### src/rtl/enc_event_fifo.sv
// Event-capture FIFO behind the 4-to-2 encoder: records each new {V,Y} event into a show-ahead FIFO.
// Optional per-entry timestamps are built when ENC_FIFO_TS_EN is defined.
module enc_event_fifo #(
    parameter int DEPTH  = 4,
    parameter int ADDR_W = 2,
    parameter int TS_W   = 8
) (
    input  logic              clk,
    input  logic              rst_n,
    input  logic              enc_v,
    input  logic [1:0]        enc_y,
    input  logic              clr_ovf,
    input  logic              out_ready,
    output logic              out_valid,
    output logic [1:0]        out_code,
    output logic [ADDR_W:0]   level,
    output logic              overflow
`ifdef ENC_FIFO_TS_EN
    ,
    output logic [TS_W-1:0]   out_ts
`endif
);

    localparam logic [ADDR_W:0]   LVL_FULL = (ADDR_W + 1)'(DEPTH);
    localparam logic [ADDR_W:0]   LVL_ONE  = (ADDR_W + 1)'(1);
    localparam logic [ADDR_W-1:0] PTR_ONE  = (ADDR_W)'(1);

    if (DEPTH < 2 || (1 << ADDR_W) != DEPTH || TS_W < 1) begin : g_bad_param
        $error("enc_event_fifo: DEPTH must be a power of two >= 2 equal to 2**ADDR_W, TS_W >= 1");
    end

    logic [1:0]        mem_code [DEPTH];
    logic [ADDR_W-1:0] wr_ptr;
    logic [ADDR_W-1:0] rd_ptr;
    logic              prev_v;
    logic [1:0]        prev_y;
    logic              enc_event;
    logic              full;
    logic              push;
    logic              pop;
    logic              drop;

    assign enc_event = enc_v & (~prev_v | (enc_y != prev_y));
    assign full      = (level == LVL_FULL);
    assign out_valid = (level != '0);
    assign pop       = out_valid & out_ready;
    assign push      = enc_event & (~full | pop);
    assign drop      = enc_event & full & ~pop;
    assign out_code  = out_valid ? mem_code[rd_ptr] : 2'b00;

    always_ff @(posedge clk or negedge rst_n) begin
        if (!rst_n) begin
            prev_v   <= 1'b0;
            prev_y   <= 2'b00;
            wr_ptr   <= '0;
            rd_ptr   <= '0;
            level    <= '0;
            overflow <= 1'b0;
        end else begin
            // dropped events still advance the history so a held code is not retried
            prev_v <= enc_v;
            prev_y <= enc_y;
            if (push) wr_ptr <= wr_ptr + PTR_ONE;
            if (pop)  rd_ptr <= rd_ptr + PTR_ONE;
            case ({push, pop})
                2'b10:   level <= level + LVL_ONE;
                2'b01:   level <= level - LVL_ONE;
                default: level <= level;
            endcase
            if (drop)         overflow <= 1'b1;
            else if (clr_ovf) overflow <= 1'b0;
        end
    end

    always_ff @(posedge clk) begin
        if (push) mem_code[wr_ptr] <= enc_y;
    end

`ifdef ENC_FIFO_TS_EN
    logic [TS_W-1:0] ts_cnt;
    logic [TS_W-1:0] mem_ts [DEPTH];

    always_ff @(posedge clk or negedge rst_n) begin
        if (!rst_n) ts_cnt <= '0;
        else        ts_cnt <= ts_cnt + (TS_W)'(1);
    end

    always_ff @(posedge clk) begin
        if (push) mem_ts[wr_ptr] <= ts_cnt;
    end

    assign out_ts = out_valid ? mem_ts[rd_ptr] : '0;
`endif

endmodule

### config.mk
export PLATFORM = sky130hd
export DESIGN_NAME = enc_event_fifo
export DESIGN_NICKNAME = d
export VERILOG_FILES = /design/src/rtl/enc_event_fifo.sv
export SDC_FILE = /design/constraint.sdc
export NUM_CORES = 1
export LEC_CHECK = 0
export ABC_AREA = 1
export ABC_CLOCK_PERIOD_IN_PS = 1800
export CORE_MARGIN = 3
export CORE_UTILIZATION = 40
export DETAILED_ROUTE_END_ITERATION = 7
export PLACE_DENSITY = 0.76
export SYNTH_ARGS = -nofsm -noshare
export SYNTH_HDL_FRONTEND = slang
export SYNTH_SLANG_ARGS = --single-unit
### constraint.sdc
create_clock -name clk -period 1.8 [get_ports clk]
set_input_delay 0.36 -clock clk [delete_from_list [all_inputs] [get_ports clk]]
set_output_delay 0.36 -clock clk [all_outputs]
set_load 0.02 [all_outputs]
# ---- Yosys cells after proc, flatten, opt, wreduce, memory -nomap -nowiden
# Memories as Yosys holds them, arrays and structs flattened.
# Cells that the tools add are included.
dict set report op_classes {
  n_bitwise 10
  mux 6
  add_sub_neg 4
  n_reduce_logical 3
  eq_ne 4
}
# op count
set ops {}
lappend ops {{$pmux W3 S2} 1}
lappend ops {{$and A1 B1 Y1} 5}
lappend ops {{$add A2 B1 Y2 const B} 2}
lappend ops {{$mux W1} 4}
lappend ops {{$reduce_bool A2 Y1} 2}
lappend ops {{$add A3 B1 Y3 const B} 1}
lappend ops {{$eq A3 B3 Y1 const B} 1}
lappend ops {{$not A1 Y1} 3}
lappend ops {{$reduce_bool A3 Y1} 1}
lappend ops {{$sub A3 B1 Y3 const B} 1}
lappend ops {{$eq A2 B1 Y1 const B} 1}
lappend ops {{$eq A2 B2 Y1 const B} 1}
lappend ops {{$mux W2} 1}
lappend ops {{$ne A2 B2 Y1} 1}
lappend ops {{$or A1 B1 Y1} 2}
dict set report totals {
  mem_bits_rw 8
  n_memories 1
  reg_bits 11
  elab_cells 34
  input_bits 7
}
# name words width read_ports rd_ports_with_merged_regs wr line
set memory_table {}
lappend memory_table {mem_code 4 2 1 0 1 32} ;# logic [1:0] mem_code [DEPTH];

# ---- Longest topological paths before layout
dict set report logic_depth {
  word_depth 6
  ltp_mapped 12
  depth_no_buf 12
}

# ---- Least setup slack after synthesis
# Ideal clock, no wire load.
dict set report synth_path {
  path_kind {register to register}
  startpoint {reg level[0]}
  endpoint {reg level[2]}
  setup_ns 0.131
  arrival_time_ns 1.842
  required_ns 1.669
  period_less_slack_ns 1.972
  stages_incl_launch_ff 10
  setup_slack_ns -0.172
  cell_sequence {dfrtp_1 > nor2_4 > nand2_2 > nand3_4 > ha_1 > inv_1 > fa_1 > a21oi_1 > o21ai_0 > xor2_1}
}
dict set report synth_between {
  elab_chain_cells 6
  word_cells_on_any_way 12
  classes_between {2 x add/sub; 3 x eq/ne; 1 x mux; 4 x bitwise; 2 x reduce/logical}
}
# element line
set synth_rtl {}
lappend synth_rtl {{start, declared} 16} ;# output logic [ADDR_W:0] level,
lappend synth_rtl {{start signal, assigned} 66} ;# 2'b10: level <= level + LVL_ONE;
lappend synth_rtl {{start signal, assigned} 67} ;# 2'b01: level <= level - LVL_ONE;
lappend synth_rtl {{start signal, assigned} 68} ;# default: level <= level;
lappend synth_rtl {{$reduce_bool A3 Y1 / $eq A3 B3 Y1 (equally long branches)} {45, 44}}
lappend synth_rtl {{$and A1 B1 Y1 / $not A1 Y1 (equally long branches)} {46, 47}}
lappend synth_rtl {{$or A1 B1 Y1} 47} ;# assign push = enc_event & (~full | pop);
lappend synth_rtl {{$and A1 B1 Y1} 47}
lappend synth_rtl {{$eq A2 B1 Y1 / $eq A2 B2 Y1 (equally long branches)} 65} ;# case ({push, pop})
lappend synth_rtl {{$pmux W3 S2 / $reduce_bool A2 Y1 (equally long branches)} -}
# Parallel ways exist; a longest one is shown, timed or not.
# A chain may end at the register's enable or synchronous reset.

# ---- Worst setup path in the final report
dict set report layout_path {
  startpoint {reg level[1]}
  endpoint {reg level[2]}
}
# Same word-level chain as after synthesis.

==> impl_results.md <==
- Status: finished, final reports clean
- TritonCTS clock tree: yes
- Drt pass-1 iters: 2
- H-tree depth: 1
- Crit-path cells: nor2_4 -> nand2_4 -> nand3_4 -> ha_4 -> inv_2 -> fa_2 -> a21oi_2 -> o21ai_1 -> xor2_1
- Overflow after GRT: 0
- Overall Global Routing Usage: 0.130
- Post-DP HPWL: roughly 1.3 mm
- Combinational share of power: 0.525
- Average instance area after synthesis: 10.5 sq um
- Drt total wl: between 1.5 and 2 mm
- Total power divided by cell area: 1460 nW/um^2
- # placed instances: 146
- Number of global-route vias before repair: approximately 660
- Storage cell area: 520 sq um
- Synth Area in Compound Gates: 0.0597
- WHS: a little under 0.4 ns
- Final count of hold timing violations: 0
- Yosys top cell by area: dfrtp_1
- Largest stage delay, worst path: 0.45 ns
- Critical Path Fanout Max: 4
- Number of fill cells: a little under 200
- Final instance count without filler cells: 154
- Hold Crit Class: primary input to async pin
- Syn nets: 105
- Reg power frac: 0.366
- Largest family of logic cells by synthesized area: simple AND/OR/NAND/NOR gates
- R2R Path Start: level[1]
- Post-synthesis mux area share: 0
- Initial core utilization: 0.428
- Setup Skew: 0.00594 ns
- Unrepaired setup endpoints after global routing: true
- Via density: 4.48
- Sequential fraction of the synthesis area: 0.534
- Adder-cell share of the synthesized area: 0.0856
- N_diodes: 0
- PortBufs: 13
- Avg WL per Cell: 10.7 um
- FP Rows: 17
- Layout cells sized above 1: 0.405
- FMAX: 563 MHz
- Clock Power Share: 0.109
- Core Region: approximately 2300 sq um
- Maximum clock path buffer count: 2
- Die height: between 50 and 60 um
- First-pass GRT wire length: 2.79 mm
- Nets@finish: 140
- Slew margin rel.: 0.663
- Largest net degree at the start of global routing: 12
- Clk sink count: 19
- Seq cells post-synth: 19
- Critical Path End: level[2]
- CTS Hold Bufs: 0
- Critical Path Start Type: flip-flop
- RD Place Congestion: 0.752
- FF-to-FF path depth: 9
- Max rail drop VDD: 0.819 mV
- Worst Setup SP: level[1]
- CTS clk-pin slew, worst paths: ~0.11 ns
- Multi-input logic area: 412 sq um
- Final ANT Viol Nets: 0
- Top cell type's share of synthesized area: 0.285
- Sw power: 0.775 mW
- Synth warnings: 0
- Period Utilization, post-route: 0.987
- Area of the mapped netlist: 965 sq um
- Leakage: 0.612 nW
- Sw frac: 0.407
- Final Max Tran Viols: 0
- Area Overhead vs Synth: 35.3%
- Max_cap viols: 0
- Die area: 3040 sq um
- CTS buffer count: 3
- Clock Latency Late Sink: 0.29 ns
- Crit Path Class: flip-flop to flip-flop
- Critical path's slowest cell: dfrtp_2
- Setup_tns: 0 ns
- Die width: 55.1 um
- Drt drc: 0
- Synth area leaders: dfrtp_1 29%, edfxtp_1 25%, ha_1 6.5%, inv_1 6.2%, nor2_1 4.7%
- Critical Path End Type: flip-flop
- Req. time, crit path: 1.98 ns
- Worst R2R Setup Slack: 0.02 ns
- Post-synthesis simple-gate area fraction: 0.219
- Pint: 1.13 mW
- Final core utilization: 0.579
- Antenna violations before repair: 0
- DR iter-0 viols: 3
- Post-synthesis xor/xnor area fraction: 0.0350
- Unique masters post-synth: 21
- Syn Inst Count: between 90 and 100
- IO Pins: 14
- Clk root buf: clkbuf_4
- FF-to-FF End: level[2]
- Minimum clock period: 1.78 ns
- Vias: 690
- Worst EP arrival: 1.95 ns
- Final setup viols: 0
- Worst-margin pin slew: 0.505 ns
flip-flops by register name (all words and copies together), names as in the netlist:
register  cells
overflow      1
mem_code      8
level         3
prev_v        1
wr_ptr        2
rd_ptr        2
prev_y        2
routing by layer:
metal	up-vias	wire [um]	track usage
li1	356	-	-
met1	326	735	0.144
met2	8	872	0.244
met3	0	33	0.0322
met4	0	0	0.0364
met5	-	0	0
critical path: cells and delay by family (launching register included):
family                     cells  cell delay (ns)
xor gates and xnor gates       1             0.15
and+or+nand+nor                3             0.34
DFF                            1             0.45
AOI/OAI and AO/OA              2             0.22
buffers and inverters          1             0.04
adders and majority gates      2             0.46
synthesized netlist by cell type:
library cell,n
nand2_1,8
o21ai_0,6
xnor2_1,1
dfrtp_1,11
xor2_2,1
nand3_4,1
edfxtp_1,8
nor2_1,12
inv_2,1
inv_1,16
xor2_1,1
nand2_4,3
o21a_1,1
nor2_2,5
o21ai_1,1
a21oi_1,3
ha_1,5
nor2_4,2
nand2_2,3
nand4_1,2
fa_1,1
through the flow:
step	setup slack, ns	instance area (sq um)	total power [mW]
6_report	0.0231	1310	1.90
5_1_grt	-0.0265	1310	2.04
3_5_place_dp	-0.492	1250	1.68
4_1_cts	-0.0226	1310	1.94
3_3_place_gp	-0.417	1250	1.64
2_1_floorplan	-0.0222	983	1.28
cells by family (layout without fill, tap and decap cells):
| family | Yosys count | in the layout |
|---|---|---|
| and+or+nand+nor | 36 | 36 |
| DFF | 19 | 19 |
| buffers and inverters | 17 | 51 |
| xor gates and xnor gates | 3 | 3 |
| adders and majority gates | 6 | 6 |
| AOI/OAI and AO/OA | 11 | 11 |
power by group through the flow:
stage | combinational (mW) | sequential [mW] | clock [mW]
2_1_floorplan | 0.542 | 0.738 | 0
3_5_place_dp | 0.971 | 0.707 | 0
6_report | 0.999 | 0.696 | 0.207
4_1_cts | 1.02 | 0.695 | 0.220
3_3_place_gp | 0.940 | 0.698 | 0
5_1_grt | 1.09 | 0.715 | 0.240
layout by cell type (no fill, tap or decap):
master           synthesis  layout
buf_4                    0      17
inv_1                   16      12
nor2_1                  12      11
nand2_1                  8       8
edfxtp_1                 8       8
clkdlybuf4s50_1          0       7
dfrtp_1                 11       7
nor2_2                   5       6
inv_2                    1       5
o21ai_0                  6       5
nand2_4                  3       4
ha_1                     5       4
dfrtp_2                  0       4
clkbuf_4                 0       3
dlygate4sd2_1            0       3
nor2_4                   2       2
a21oi_1                  3       2
o21ai_1                  1       2
nand2_2                  3       2
nand4_1                  2       2
buf_2                    0       2
o21a_1                   1       1
nand3_4                  1       1
xnor2_1                  1       1
a21oi_2                  0       1
xor2_1                   1       1
xor2_2                   1       1
fa_2                     0       1
ha_4                     0       1
clkinv_2                 0       1
dlymetal6s2s_1           0       1
area by class of cell:
| class | instances | share of cell area |
|---|---|---|
| Clock buffer | 3 | 0.0173 |
| Clock inverter | 1 | 0.00384 |
| Inverter | 17 | 0.0489 |
| Multi-Input combinational cell | 56 | 0.315 |
| Sequential cell | 19 | 0.399 |
| Tap cell | 28 | 0.0268 |
| Timing Repair Buffer | 30 | 0.189 |
timing repair:
item,4_1_cts,5_1_grt
gates cloned,0,0
gates resized for setup,15,5
pin swaps,8,7
endpoints found under the setup margin,5,3
buffers inserted,3,1
worst min-delay path by stage:
stage / from / endpoint / slack, ns
after floorplan: rst_n / level[0] / 0.06
after global placement: overflow / overflow / 0.49
after detailed placement: overflow / overflow / 0.48
after CTS: enc_y[1] / prev_y[1] / 0.38
after global routing: enc_y[1] / prev_y[1] / 0.38
final: rst_n / rd_ptr[1] / 0.39
Power figures use the tool's default switching activity.
